==> config.mk <==
export PLATFORM = sky130hd
export DESIGN_NAME = mnk_game_engine
export DESIGN_NICKNAME = d
export VERILOG_FILES = /design/src/rtl/mnk_game_engine.sv
export SDC_FILE = /design/constraint.sdc
export NUM_CORES = 1
export LEC_CHECK = 0
export BUFFER_PORTS_ARGS = -buffer_cell sky130_fd_sc_hd__buf_4
export CELL_PAD_IN_SITES_DETAIL_PLACEMENT = 1
export CELL_PAD_IN_SITES_GLOBAL_PLACEMENT = 1
export CORE_ASPECT_RATIO = 1.4
export CORE_MARGIN = 2
export CORE_UTILIZATION = 49
export CTS_BUF_LIST = sky130_fd_sc_hd__clkbuf_8 sky130_fd_sc_hd__clkbuf_16
export DETAILED_ROUTE_END_ITERATION = 8
export PLACE_DENSITY_LB_ADDON = 0.1
export SLEW_MARGIN = 30
export SYNTH_ARGS = -nofsm -noshare
export SYNTH_HDL_FRONTEND = slang
export SYNTH_SLANG_ARGS = --single-unit
==> constraint.sdc <==
create_clock -name clk -period 4.8 [get_ports clk]
set_input_delay 1.44 -clock clk [delete_from_list [all_inputs] [get_ports clk]]
set_output_delay 1.44 -clock clk [all_outputs]
set_load 0.02 [all_outputs]
==> src/rtl/mnk_game_engine.sv <==
// N x N board, K-in-a-row game engine: move legality, line-walk win detection, row-major scan-out.
// Optional one-level undo port enabled by defining TTT_UNDO_EN.
module mnk_game_engine #(
    parameter int unsigned N = 3,
    parameter int unsigned K = 3,
    localparam int unsigned CW = $clog2(N)
) (
    input  logic          clk,
    input  logic          reset,
`ifdef TTT_UNDO_EN
    input  logic          undo,
`endif
    input  logic          move_valid,
    output logic          move_ready,
    input  logic [1:0]    move_player,
    input  logic [CW-1:0] move_row,
    input  logic [CW-1:0] move_col,
    output logic          move_ack,
    output logic          move_err,
    output logic [2:0]    err_code,
    output logic [1:0]    win,
    output logic          draw,
    output logic [CW-1:0] scan_row,
    output logic [CW-1:0] scan_col,
    output logic [1:0]    scan_cell,
    output logic          scan_first
);
    localparam int unsigned PW = CW + 1;
    localparam int unsigned NN = N * N;
    localparam int unsigned IW = $clog2(NN);
    localparam int unsigned NW = $clog2(NN + 1);
    localparam int unsigned SW = $clog2(K);
    localparam int unsigned RW = $clog2(K + 1);
    localparam logic [1:0] P_X = 2'b01;
    localparam logic [1:0] P_O = 2'b10;

    typedef enum logic [1:0] {S_IDLE, S_WRITE, S_CHECK} state_t;

    state_t                state;
    logic [1:0]            board [NN];
    logic [1:0]            turn;
    logic [NW-1:0]         count;
    logic [1:0]            req_player;
    logic [CW-1:0]         req_r, req_c;
    logic signed [PW-1:0]  pos_r, pos_c;
    logic [1:0]            dir;
    logic                  sense;
    logic [SW-1:0]         step;
    logic [RW-1:0]         run;
`ifdef TTT_UNDO_EN
    logic [CW-1:0]         last_r, last_c;
    logic                  has_last;
`endif

    function automatic logic [IW-1:0] cell_idx(input logic [CW-1:0] r, input logic [CW-1:0] c);
        return IW'(int'(r) * int'(N) + int'(c));
    endfunction

    // Unit step per direction: 0 horizontal, 1 vertical, 2 diagonal, 3 anti-diagonal.
    function automatic logic signed [PW-1:0] dlt_r(input logic [1:0] d);
        return (d == 2'd0) ? PW'(0) : PW'(1);
    endfunction

    function automatic logic signed [PW-1:0] dlt_c(input logic [1:0] d);
        case (d)
            2'd1:    return PW'(0);
            2'd3:    return PW'(-1);
            default: return PW'(1);
        endcase
    endfunction

    logic signed [PW-1:0] org_r, org_c, step_dr, step_dc;
    logic                 on_board, hit;
    logic [RW-1:0]        run_inc;
    logic [2:0]           wr_err;

    assign org_r = $signed({1'b0, req_r});
    assign org_c = $signed({1'b0, req_c});

`ifdef TTT_UNDO_EN
    assign move_ready = (state == S_IDLE) && !undo;
`else
    assign move_ready = (state == S_IDLE);
`endif

    // Line-walk probe of the cell at (pos_r, pos_c).
    always_comb begin
        step_dr = dlt_r(dir);
        step_dc = dlt_c(dir);
        if (sense) begin
            step_dr = -step_dr;
            step_dc = -step_dc;
        end
        on_board = !pos_r[PW-1] && !pos_c[PW-1]
                   && (int'(pos_r[CW-1:0]) < int'(N)) && (int'(pos_c[CW-1:0]) < int'(N));
        hit      = on_board && (board[cell_idx(pos_r[CW-1:0], pos_c[CW-1:0])] == req_player);
        run_inc  = run + RW'(1);
    end

    // Rejection reason, highest priority first; 0 means legal.
    always_comb begin
        wr_err = 3'd0;
        if ((win != 2'b00) || draw)
            wr_err = 3'd1;
        else if ((req_player == 2'b00) || (req_player == 2'b11)
                 || (int'(req_r) >= int'(N)) || (int'(req_c) >= int'(N)))
            wr_err = 3'd2;
        else if (req_player != turn)
            wr_err = 3'd3;
        else if (board[cell_idx(req_r, req_c)] != 2'b00)
            wr_err = 3'd4;
    end

    always_ff @(posedge clk or negedge reset) begin
        if (!reset) begin
            state      <= S_IDLE;
            for (int i = 0; i < int'(NN); i++) board[i] <= 2'b00;
            turn       <= P_X;
            count      <= '0;
            win        <= 2'b00;
            draw       <= 1'b0;
            move_ack   <= 1'b0;
            move_err   <= 1'b0;
            err_code   <= 3'd0;
            req_player <= 2'b00;
            req_r      <= '0;
            req_c      <= '0;
            pos_r      <= '0;
            pos_c      <= '0;
            dir        <= 2'd0;
            sense      <= 1'b0;
            step       <= '0;
            run        <= '0;
`ifdef TTT_UNDO_EN
            last_r     <= '0;
            last_c     <= '0;
            has_last   <= 1'b0;
`endif
        end else begin
            move_ack <= 1'b0;
            move_err <= 1'b0;
            case (state)
                S_IDLE: begin
`ifdef TTT_UNDO_EN
                    if (undo) begin
                        if (has_last) begin
                            board[cell_idx(last_r, last_c)] <= 2'b00;
                            count    <= count - NW'(1);
                            turn     <= (turn == P_X) ? P_O : P_X;
                            win      <= 2'b00;
                            draw     <= 1'b0;
                            has_last <= 1'b0;
                        end else begin
                            move_err <= 1'b1;
                            err_code <= 3'd5;
                        end
                    end else
`endif
                    if (move_valid) begin
                        req_player <= move_player;
                        req_r      <= move_row;
                        req_c      <= move_col;
                        state      <= S_WRITE;
                    end
                end
                S_WRITE: begin
                    if (wr_err != 3'd0) begin
                        move_err <= 1'b1;
                        err_code <= wr_err;
                        state    <= S_IDLE;
                    end else begin
                        board[cell_idx(req_r, req_c)] <= req_player;
                        count    <= count + NW'(1);
                        turn     <= (turn == P_X) ? P_O : P_X;
                        move_ack <= 1'b1;
                        dir      <= 2'd0;
                        sense    <= 1'b0;
                        step     <= '0;
                        run      <= RW'(1);
                        pos_r    <= org_r;
                        pos_c    <= org_c + PW'(1);
`ifdef TTT_UNDO_EN
                        last_r   <= req_r;
                        last_c   <= req_c;
                        has_last <= 1'b1;
`endif
                        state    <= S_CHECK;
                    end
                end
                S_CHECK: begin
                    if (hit && (run_inc >= RW'(K))) begin
                        win   <= req_player;
                        state <= S_IDLE;
                    end else if (hit && (step != SW'(K - 2))) begin
                        run   <= run_inc;
                        step  <= step + SW'(1);
                        pos_r <= pos_r + step_dr;
                        pos_c <= pos_c + step_dc;
                    end else begin
                        // Sense finished: flip to the negative sense, or move to the next direction.
                        if (hit) run <= run_inc;
                        step <= '0;
                        if (!sense) begin
                            sense <= 1'b1;
                            pos_r <= org_r - dlt_r(dir);
                            pos_c <= org_c - dlt_c(dir);
                        end else if (dir == 2'd3) begin
                            draw  <= (count == NW'(NN));
                            state <= S_IDLE;
                        end else begin
                            dir   <= dir + 2'd1;
                            sense <= 1'b0;
                            run   <= RW'(1);
                            pos_r <= org_r + dlt_r(dir + 2'd1);
                            pos_c <= org_c + dlt_c(dir + 2'd1);
                        end
                    end
                end
                default: state <= S_IDLE;
            endcase
        end
    end

    logic [CW-1:0] scan_nr, scan_nc;

    always_comb begin
        scan_nr = scan_row;
        scan_nc = scan_col + CW'(1);
        if (scan_col == CW'(N - 1)) begin
            scan_nc = '0;
            scan_nr = (scan_row == CW'(N - 1)) ? '0 : scan_row + CW'(1);
        end
    end

    // Free-running row-major scan of the registered board.
    always_ff @(posedge clk or negedge reset) begin
        if (!reset) begin
            scan_row   <= '0;
            scan_col   <= '0;
            scan_cell  <= 2'b00;
            scan_first <= 1'b1;
        end else begin
            scan_row   <= scan_nr;
            scan_col   <= scan_nc;
            scan_cell  <= board[cell_idx(scan_nr, scan_nc)];
            scan_first <= (scan_nr == '0) && (scan_nc == '0);
        end
    end
endmodule

### After elaboration in Yosys (flattened, before gate mapping)

Cells that the tools add are included.

| cells by class | value |
|---|---|
| bitwise logic cells | 6 |
| mux-type cells | 80 |
| multipliers | 3 |
| $add $sub $neg | 18 |
| equality and inequality tests | 24 |
| reduce and logical (&&, ||, !) cells | 34 |
| magnitude comparators | 9 |

Operator list:

| operator | number |
|---|---|
| two-way mux 3 bit | 25 |
| two-way mux 2 bit | 30 |
| binary-select mux 2 bit (select 4 bit) | 3 |
| one-hot mux 3 bit (2 select lines) | 4 |
| bitwise mux 18 bit | 1 |
| >= comparator 5 bit (second input constant) | 3 |
| NOT 4 -> 5 bit | 3 |
| adder 4 x 2 -> 4 bit | 3 |
| equality test 2 bit (second input constant) | 6 |
| logical NOT 2 bit | 6 |
| multiplier 2 x 2 -> 4 bit (second input constant) | 3 |
| inequality test 2 bit (second input constant) | 6 |
| one-hot mux 2 bit (2 select lines) | 3 |
| AND reduction 4 bit | 3 |
| two-way mux 1 bit | 11 |
| adder 2 x 1 -> 2 bit (second input constant) | 5 |
| adder 3 bit | 3 |
| inequality test 3 bit (second input constant) | 3 |
| demux 2 bit (select 4 bit) | 1 |
| equality test 2 x 1 -> 1 bit (second input constant) | 4 |
| logical AND 1 bit | 8 |
| AND reduction 2 bit | 4 |
| >= comparator 2 bit (second input constant) | 3 |
| negation 3 bit | 2 |
| other kinds (22) | 31 |

| storage, ports and cells | value |
|---|---|
| logic and storage cells | 204 |
| register bits after elaboration | 60 |

### Longest topological paths before layout

Gate-level depths: netlist (run 1).

| depth | value |
|---|---|
| depth after elaboration | 18 |
| depth in mapped cells | 14 |

### Worst setup path before layout (run 1)

Ideal clock, no wire load.

| timing | value |
|---|---|
| path kind | register to register |
| from | reg pos_r[1] |
| to | reg pos_c[1] |
| path slack | 1306 ps |
| data arrival time | 3402 ps |
| cell stages (with the launch flop) | 15 |
| data required time | 4708 ps |
| library setup time | 92 ps |
| clock period less this slack | 3494 ps |
| cell sequence | dfrtp_1 inv_1 fa_1 inv_1 ha_1 inv_1 fa_1 mux4_2 mux2i_4 o21ai_4 xor2_4 o31ai_2 or2_1 buf_4 o31ai_2 |

| on the way | value |
|---|---|
| word-level cells in the longest chain between the ends | 12 |
| elaborated cells between the ends (all ways) | 19 |

Ends and longest elaborated chain:

| element | line | source |
|---|---|---|
| start: declaration | 45 | `logic signed [PW-1:0] pos_r, pos_c;` |
| start signal: assignment | 180 | `pos_r <= org_r;` |
| start signal: assignment | 197 | `pos_r <= pos_r + step_dr;` |
| start signal: assignment | 205 | `pos_r <= org_r - dlt_r(dir);` |
| multiplier 2 x 2 -> 4 bit | 56 | `return IW'(int'(r) * int'(N) + int'(c));` |
| adder 4 x 2 -> 4 bit | 56 |  |
| NOT 4 -> 5 bit (not written as such) | 96 | `hit = on_board && (board[cell_idx(pos_r[CW-1:0], pos_c[CW-1:0])] == req_player);` |
| binary-select mux 2 bit (select 4 bit) | 96 |  |
| two-way mux 2 bit (not written as such) (2 in series) | 96 |  |
| equality test 2 bit | 96 |  |
| logical AND 1 bit * | 96 |  |
| logical AND 1 bit | 194 | `end else if (hit && (step != SW'(K - 2))) begin` |
| two-way mux 3 bit | 194 |  |
| two-way mux 3 bit | 191 | `if (hit && (run_inc >= RW'(K))) begin` |
| one-hot mux 3 bit (2 select lines) | 142 | `case (state)` |
| end signal: assignment | 198 | `pos_c <= pos_c + step_dc;` |
| end signal: assignment | 206 | `pos_c <= org_c - dlt_c(dir);` |
| end signal: assignment | 215 | `pos_c <= org_c + dlt_c(dir + 2'd1);` |
| end: declaration | 45 |  |

Mark *: on every way between the ends. The rest lies on a longest branch, timed or not. The select of a mux whose other input is x is not followed.
A chain may end at the register's enable or synchronous reset.

### Worst setup path in the final report (run 1)

| timing | value |
|---|---|
| from | reg req_r[0] |
| to | reg pos_c[0] |

| on the way | value |
|---|---|
| word-level cells in the longest chain between the ends | 14 |
| elaborated cells between the ends (all ways) | 17 |

Ends and longest elaborated chain:

| element | line | source |
|---|---|---|
| start: declaration | 44 | `logic [CW-1:0] req_r, req_c;` |
| start signal: assignment | 161 | `req_r <= move_row;` |
| multiplier 2 x 2 -> 4 bit | 56 |  |
| adder 4 x 2 -> 4 bit | 56 |  |
| NOT 4 -> 5 bit (not written as such) | 110 | `else if (board[cell_idx(req_r, req_c)] != 2'b00)` |
| binary-select mux 2 bit (select 4 bit) | 110 |  |
| two-way mux 2 bit (not written as such) (2 in series) | 110 |  |
| nonzero test 2 bit | 110 |  |
| two-way mux 3 bit | 110 |  |
| two-way mux 3 bit | 108 | `else if (req_player != turn)` |
| two-way mux 3 bit * | 105 | `else if ((req_player == 2'b00) \|\| (req_player == 2'b11)` |
| two-way mux 3 bit * | 103 | `if ((win != 2'b00) \|\| draw)` |
| nonzero test 3 bit * | 167 | `if (wr_err != 3'd0) begin` |
| inequality test 2 bit (no line) * | -- |  |
| AND reduction 4 bit (no line) * | -- |  |
| end signal: assignment | 181 | `pos_c <= org_c + PW'(1);` |
| end signal: assignment | 198 |  |
| end signal: assignment | 206 |  |

Marked as above.

==> metrics.txt, run 1 <==
crit path launch type register; pin count of the biggest net entering global routing 61; final clock skew between 5 and 6 ps; PwrDens roughly 290 nW/um^2; Tmin final 4310 ps; number of flops mapped to enable cells by yosys 0; Synth cell types 67; drt first-iter violations roughly 140; placeable core area ~7700 sq um; flip-flop and latch count after synthesis 60; VDD IR max around 0.00014 V; Max Slew Vio Count 0; Pre-Repair DR Iteration Count 5; max frequency ~230 MHz; required time worst endpoint slightly above 5000 ps; mean number of vias per cell a little under 6; cells after synthesis about 350; die width about 79 um; I/O Buffers 24; series of cell instances along the critical path inv_1, fa_1, inv_1, ha_1, inv_1, fa_1, nor2b_1, o31ai_1, o32ai_1, o31ai_2, o31ai_2, or2_1, o2bb2ai_1; primary flip-flop cell chosen by synthesis mapping sky130_fd_sc_hd__dfrtp_1; MaxCap Viol Count 0; critical-path maximum fanout 8; share of the synthesized area in the top cell type a little under two fifths; global-route wire length before repair 16.0 mm; biggest area contributors in the synthesized netlist sky130_fd_sc_hd__dfrtp_1 (37%), sky130_fd_sc_hd__ha_1 (7.4%), sky130_fd_sc_hd__fa_1 (5.2%), sky130_fd_sc_hd__mux4_2 (3.5%), sky130_fd_sc_hd__mux2_1 (3.2%); top-level I/O count 25; Total Neg Setup Slack 0 ps; met2 routed WL around 5.2 mm; CTS Buf Count 9; leakage power between 0.0015 and 0.002 uW; number of antenna diodes 0; vias in the first global route 3077; CTS sink cnt 60; Worst Path Class, Setup reg2reg; number of cells upsized or downsized after cts 0; final count of hold timing violations 0; power after layout about 1200 uW; Die Footprint roughly 8700 sq um; total number of vias approximately 2800; highest cell delay on the worst timing path around 580 ps; Hold WS between 400 and 500 ps; die height 109 um; Post-CTS Repair Setup Buffers 0; layout cell share with drive strength beyond 1 18.4%; total routed wirelength around 9.4 mm; maximum root-to-sink buffer count 2; number of remaining DRC errors 0; total half-perimeter wirelength after legalization and detailed placement approximately 7.3 mm; most used cell along the critical path sky130_fd_sc_hd__inv_1; Placement Setup Slack a little under 500 ps; initial antenna violation count 0; wire length per cell approximately 20 um; worst path arrival time roughly 4600 ps; antenna violation net count after detailed routing 0; Clk pin slew, worst setup/hold paths ~70 ps; floorplan row count 38; count of synthesis-stage warnings from yosys 0; detailed-route wire length on metal 1 roughly 3.7 mm; leading area contributor after synthesis sky130_fd_sc_hd__dfrtp_1; met3 routed wirelength about 230 um; slowest cell on the critical path sky130_fd_sc_hd__fa_1; hold crit path type reg2reg; total nets after synthesis ~390; count of hold buffers inserted by post-cts repair 0; CTS tree built; remaining max-slew budget at the tightest pin ~39%; global-route congestion overflow total 0; result of the run completed; clock latency on the worst-skew pair 360 ps; master cell of the clock root buffer sky130_fd_sc_hd__clkbuf_8; sequential cell area fraction in the yosys report between 30 and 40%; H-Tree Depth 3; ratio of final minimum period to clock period about 90%; transition time at the pin with the least slew margin 911 ps; average cell area after synthesis 11.1 sq um; Setup Viol. Count Final 0; Top Layer Used met4; cell area after synthesis 3880 sq um; setup repair after global routing missed its margin false; Tot GR Track Use between 20% and 30%; Final WS setup about 500 ps; area growth from synthesis to layout 11.2%; final weighted congestion in routability-driven placement between 0.8 and 0.9; Crit. End Element register; initial cell density of the core between 50% and 60%; # nets final approximately 420; share of synthesized registers carrying an async set or reset 100%
per-stage QoR:
stage / instances / area, sq um / util [%]
global placement: 464 / 4130 / 53.6
detailed placement: 464 / 4130 / 53.6
global route: 480 / 4310 / 56.0
floorplan: 351 / 3880 / -
finish: 480 / 4310 / 56.0
CTS: 480 / 4310 / 56.0
report_power, final:
group          switching, uW  total (uW)  internal [uW]  leakage (uW)
logic                    154         254           99.8       0.00103
registers               26.7         552            525      0.000801
clock network            210         443            233     0.0000990
kinds of logic (layout without fill, tap and decap cells):
logic type      count (synthesis)  in the layout  share of synthesized area [%]
simple gates                   87             87                           12.5
compound gates                 77             77                           15.3
flops                          60             60                           38.8
buf+inv                        43             72                           4.68
mux                            37             37                           12.4
fa+ha+maj                      33             33                           12.6
xor+xnor                       14             14                           3.84
placed cells by master, fill, tap and decap left out, types with 3 or more instances in the layout:
cell                       count
sky130_fd_sc_hd__a211oi_1      5
sky130_fd_sc_hd__a21oi_1       8
sky130_fd_sc_hd__and2_1        3
sky130_fd_sc_hd__buf_4        25
sky130_fd_sc_hd__clkbuf_8      9
sky130_fd_sc_hd__dfrtp_1      58
sky130_fd_sc_hd__fa_1         10
sky130_fd_sc_hd__ha_1         23
sky130_fd_sc_hd__inv_1        33
sky130_fd_sc_hd__mux2_1       11
sky130_fd_sc_hd__mux2_2        7
sky130_fd_sc_hd__mux2i_1      12
sky130_fd_sc_hd__mux4_2        6
sky130_fd_sc_hd__nand2_1      19
sky130_fd_sc_hd__nand2b_1      6
sky130_fd_sc_hd__nand3_1       5
sky130_fd_sc_hd__nand4_1       7
sky130_fd_sc_hd__nor2_1       17
sky130_fd_sc_hd__nor2b_1       9
sky130_fd_sc_hd__nor3_1        3
sky130_fd_sc_hd__o21ai_0      13
sky130_fd_sc_hd__o21bai_1      9
sky130_fd_sc_hd__o31a_1        4
sky130_fd_sc_hd__o31ai_1       4
sky130_fd_sc_hd__o31ai_2       6
sky130_fd_sc_hd__o32ai_1       3
sky130_fd_sc_hd__xnor2_1       7
sky130_fd_sc_hd__xor2_1        5
path summary, 6_finish.rpt:
kind                             to  slack (ps)     start  depth (start not counted)
setup / recovery           pos_c[0]         490  req_r[0]                         13
setup reg to reg           pos_c[0]         490  req_r[0]                         13
min in group asynchronous  count[3]        1150     reset                          1
hold / removal             count[3]         480  count[3]                          1
hold reg to reg            count[3]         480  count[3]                          1
max in group asynchronous  req_r[0]        3130     reset                          1
state kept, by name (all words and copies together) (netlist names), 3 cells and up:
name	count
pos_r	3
count	4
board	18
pos_c	3
err_code	3
per-layer routing:
layer  global-route usage (%)  vias up
met5                        0        -
met4                     11.9        0
met3                     3.23       20
met2                     46.5       47
met1                     27.1     1426
li1                         -     1303
critical path, delay by kind of cell (launching register included):
kind | cells | cell delay [ps]
AOI/OAI and AO/OA | 5 | 1620
adders and majority gates | 3 | 1220
buffers and inverters | 3 | 220
DFF | 1 | 420
and+or+nand+nor | 2 | 740
cell usage after synthesis (all sizes together), types with 2 or more instances:
master,n
nor3b,2
nand2,19
ha,23
or2,3
fa,10
a211o,2
nor2,17
a22oi,2
a21oi,8
o311ai,2
nor3,5
and2,3
or3b,2
nand4bb,2
mux2i,13
xnor2,8
o21bai,9
dfstp,2
nand3,5
buf,5
xor2,6
nand4,7
nand2b,6
clkbuf,7
o31ai,10
a211oi,6
a22o,2
nor2b,9
o32ai,3
inv,31
or3,2
dfrtp,58
mux4,6
a21boi,3
o31a,4
o21ai,16
mux2,18
a31oi,2
final cells by class:
class                   count  area [sq um]
well taps                 100           125
inverters                  31           116
flip-flops and latches     60          1500
clock inverters             7          61.3
multi-input cells         248          2190
clock buffers               9           124
fillers                   840          3390
repair buffers             25           188
No activity file was read; power rests on OpenSTA's default activity.
==> run 2, diff against run 1 <==
--- a/config.mk
+++ b/config.mk
@@ -5,12 +5,12 @@
 export SDC_FILE = /design/constraint.sdc
 export NUM_CORES = 1
 export LEC_CHECK = 0
+export ABC_AREA = 1
 export BUFFER_PORTS_ARGS = -buffer_cell sky130_fd_sc_hd__buf_4
 export CELL_PAD_IN_SITES_DETAIL_PLACEMENT = 1
 export CELL_PAD_IN_SITES_GLOBAL_PLACEMENT = 1
 export CORE_ASPECT_RATIO = 1.4
-export CORE_MARGIN = 2
-export CORE_UTILIZATION = 49
+export CORE_UTILIZATION = 46
 export CTS_BUF_LIST = sky130_fd_sc_hd__clkbuf_8 sky130_fd_sc_hd__clkbuf_16
 export DETAILED_ROUTE_END_ITERATION = 8
 export PLACE_DENSITY_LB_ADDON = 0.1
==> metrics.txt, run 2 <==
post-route insts no fill between 600 and 700; clock latency on the worst-skew pair between 300 and 400 ps; H-Tree Depth 3; total routed wirelength 11.2 mm; final weighted congestion in routability-driven placement approximately 0.94; count of hold buffers inserted by post-cts repair 0; pin count of the biggest net entering global routing between 60 and 70; remaining max-slew budget at the tightest pin between 40% and 50%; total number of vias 3413; series of cell instances along the critical path inv_1, fa_1, inv_1, ha_1, inv_1, fa_1, inv_1, nor2_1, o21ai_0, nor2_1, a21oi_1, nand2_1, nor3_4, inv_2, nand2_2, nand2_2, nand2_1, o21ai_1; result of the run completed; Worst path top cell family by delay simple AND/OR/NAND/NOR gates; transition time at the pin with the least slew margin ~780 ps; primary flip-flop cell chosen by synthesis mapping sky130_fd_sc_hd__dfrtp_1; highest cell delay on the worst timing path 580 ps; leading area contributor after synthesis sky130_fd_sc_hd__dfrtp_1; share of synthesized registers carrying an async set or reset 100%; floorplan row count 39; initial antenna violation count 0; mean number of vias per cell around 5.4; CTS Buf Count 9; count of synthesis-stage warnings from yosys 0; crit path launch type register; Clk pin slew, worst setup/hold paths 60 ps; hold crit path type reg2reg; number of remaining DRC errors 0; area growth from synthesis to layout 13.7%; CTS tree built; Max Slew Vio Count 0; placeable core area ~8200 sq um; PwrDens around 800 nW/um^2; cell with the most instances after synthesis sky130_fd_sc_hd__nand2_1; most used cell along the critical path sky130_fd_sc_hd__inv_1; critical-path maximum fanout 13; die height 111 um; top-level I/O count 25; MaxCap Viol Count 0; number of cells upsized or downsized after cts 0; Tot GR Track Use about 29%; number of flops mapped to enable cells by yosys 0; initial cell density of the core between 40% and 50%; total half-perimeter wirelength after legalization and detailed placement 8.59 mm; cell area after synthesis between 3000 and 4000 sq um; most frequent standard cell in the layout excluding fill and tap cells sky130_fd_sc_hd__nand2_1; average cell area after synthesis 7.86 sq um; VDD IR max roughly 0.00031 V; Placement Setup Slack 1120 ps; maximum root-to-sink buffer count 2; worst path arrival time 3910 ps; top cells by instance count after synthesis sky130_fd_sc_hd__nand2_1 (120), sky130_fd_sc_hd__inv_1 (70), sky130_fd_sc_hd__dfrtp_1 (58), sky130_fd_sc_hd__nand3_1 (43), sky130_fd_sc_hd__o21ai_0 (41); master cell of the clock root buffer sky130_fd_sc_hd__clkbuf_16; share of the synthesized area in the top cell type between 30% and 40%; sequential cell area fraction in the yosys report between 30% and 40%; cells after synthesis 499; Worst Path Class, Setup reg2reg; max FFs per register 18; ratio of final minimum period to clock period about three quarters; Pre-Repair DR Iteration Count 4; total nets after synthesis 541; cell total after placement around 620; utilization of the core after routing between 50% and 60%; Final Instance Area about 4500 sq um; drt first-iter violations 135; die width around 80 um; Die Footprint 8900 sq um; Top reg by flops board; number of antenna diodes 0; Crit. End Element register; I/O Buffers 24; flip-flop and latch count after synthesis 60; number of buffer and inverter stages on the critical path 5; Synth cell types 34; final count of hold timing violations 0; global-route congestion overflow total 0; Total Neg Setup Slack 0 ps; layout cell share with drive strength beyond 1 13.0%; slowest cell on the critical path sky130_fd_sc_hd__fa_1; total cell area at the placement stage between 4000 and 5000 sq um; vias in the first global route between 3000 and 4000; commonest non-fill, non-tap cells in the layout sky130_fd_sc_hd__nand2_1 (120), sky130_fd_sc_hd__inv_1 (71), sky130_fd_sc_hd__dfrtp_1 (58), sky130_fd_sc_hd__nand3_1 (43), sky130_fd_sc_hd__o21ai_0 (41); Post-CTS Repair Setup Buffers 0; wire length per cell approximately 18 um; leakage power approximately 0.0022 uW; max frequency about 270 MHz; CTS sink cnt 60; Final WS setup between 1000 and 1500 ps; setup repair after global routing missed its margin false; final clock skew ~5.0 ps; biggest area contributors in the synthesized netlist sky130_fd_sc_hd__dfrtp_1 (37%), sky130_fd_sc_hd__nand2_1 (11%), sky130_fd_sc_hd__ha_1 (7.3%), sky130_fd_sc_hd__inv_1 (6.7%), sky130_fd_sc_hd__nand3_1 (5.5%); global-route wire length before repair about 19 mm; biggest registers after layout board (18), count (4); Setup Viol. Count Final 0; # nets final around 570; antenna violation net count after detailed routing 0; required time worst endpoint 5020 ps; Tmin final 3680 ps
-- run 2: cells by family after synthesis --
logic type / synth area share, %
and+or+nand+nor: 27.6
buffers and inverters: 8.84
AOI/OAI and AO/OA: 9.83
DFF: 38.4
adders and majority gates: 12.4
xor gates and xnor gates: 2.90
-- run 2: worst paths after layout --
kind                       cells past startpoint  startpoint           to  slack (ps)
setup / recovery                              18    req_r[0]     pos_r[2]        1120
hold / removal                                 2      run[0]       run[0]         480
setup reg to reg                              18    req_r[0]     pos_r[2]        1120
hold reg to reg                                2      run[0]       run[0]         480
max in group asynchronous                      1       reset     pos_r[2]        3110
min in group asynchronous                      1       reset  scan_col[1]        1180
-- run 2: final cells by class --
type	instances	area, sq um
Inverter	78	298
Clock inverter	6	40.0
Timing Repair Buffer	24	180
Fill cell	1034	3740
Tap cell	102	128
Sequential cell	60	1500
Clock buffer	10	239
Multi-Input combinational cell	353	2070
-- run 2: layer usage --
metal,vias to the layer above,wire (um),track usage (%)
li1,1654,-,-
met1,1678,4250,30.6
met2,52,6270,53.2
met3,29,306,5.27
met4,0,410,13.8
met5,-,0,0
-- run 2: where the power goes --
part	switching [uW]	internal (uW)
sequential	180	660
combinational	1460	724
clock	249	362
-- run 2: metrics by stage --
stage | total power (uW) | hold WS (ps)
2_1_floorplan | 2440 | 451
5_1_grt | 3970 | 504
3_3_place_gp | 2920 | 466
3_5_place_dp | 3010 | 470
6_report | 3630 | 483
4_1_cts | 3660 | 484
-- run 2: worst register-to-register path: stages, from the launching register on --
cell                      delay [ps]
sky130_fd_sc_hd__dfrtp_1         420
sky130_fd_sc_hd__inv_1           100
sky130_fd_sc_hd__fa_1            580
sky130_fd_sc_hd__inv_1            50
sky130_fd_sc_hd__ha_1            190
sky130_fd_sc_hd__inv_1            60
sky130_fd_sc_hd__fa_1            440
sky130_fd_sc_hd__inv_1            80
sky130_fd_sc_hd__nor2_1           50
sky130_fd_sc_hd__o21ai_0          70
sky130_fd_sc_hd__nor2_1           60
sky130_fd_sc_hd__a21oi_1         160
sky130_fd_sc_hd__nand2_1         140
sky130_fd_sc_hd__nor3_4          470
sky130_fd_sc_hd__inv_2           100
sky130_fd_sc_hd__nand2_2         260
sky130_fd_sc_hd__nand2_2         180
sky130_fd_sc_hd__nand2_1         100
sky130_fd_sc_hd__o21ai_1          60
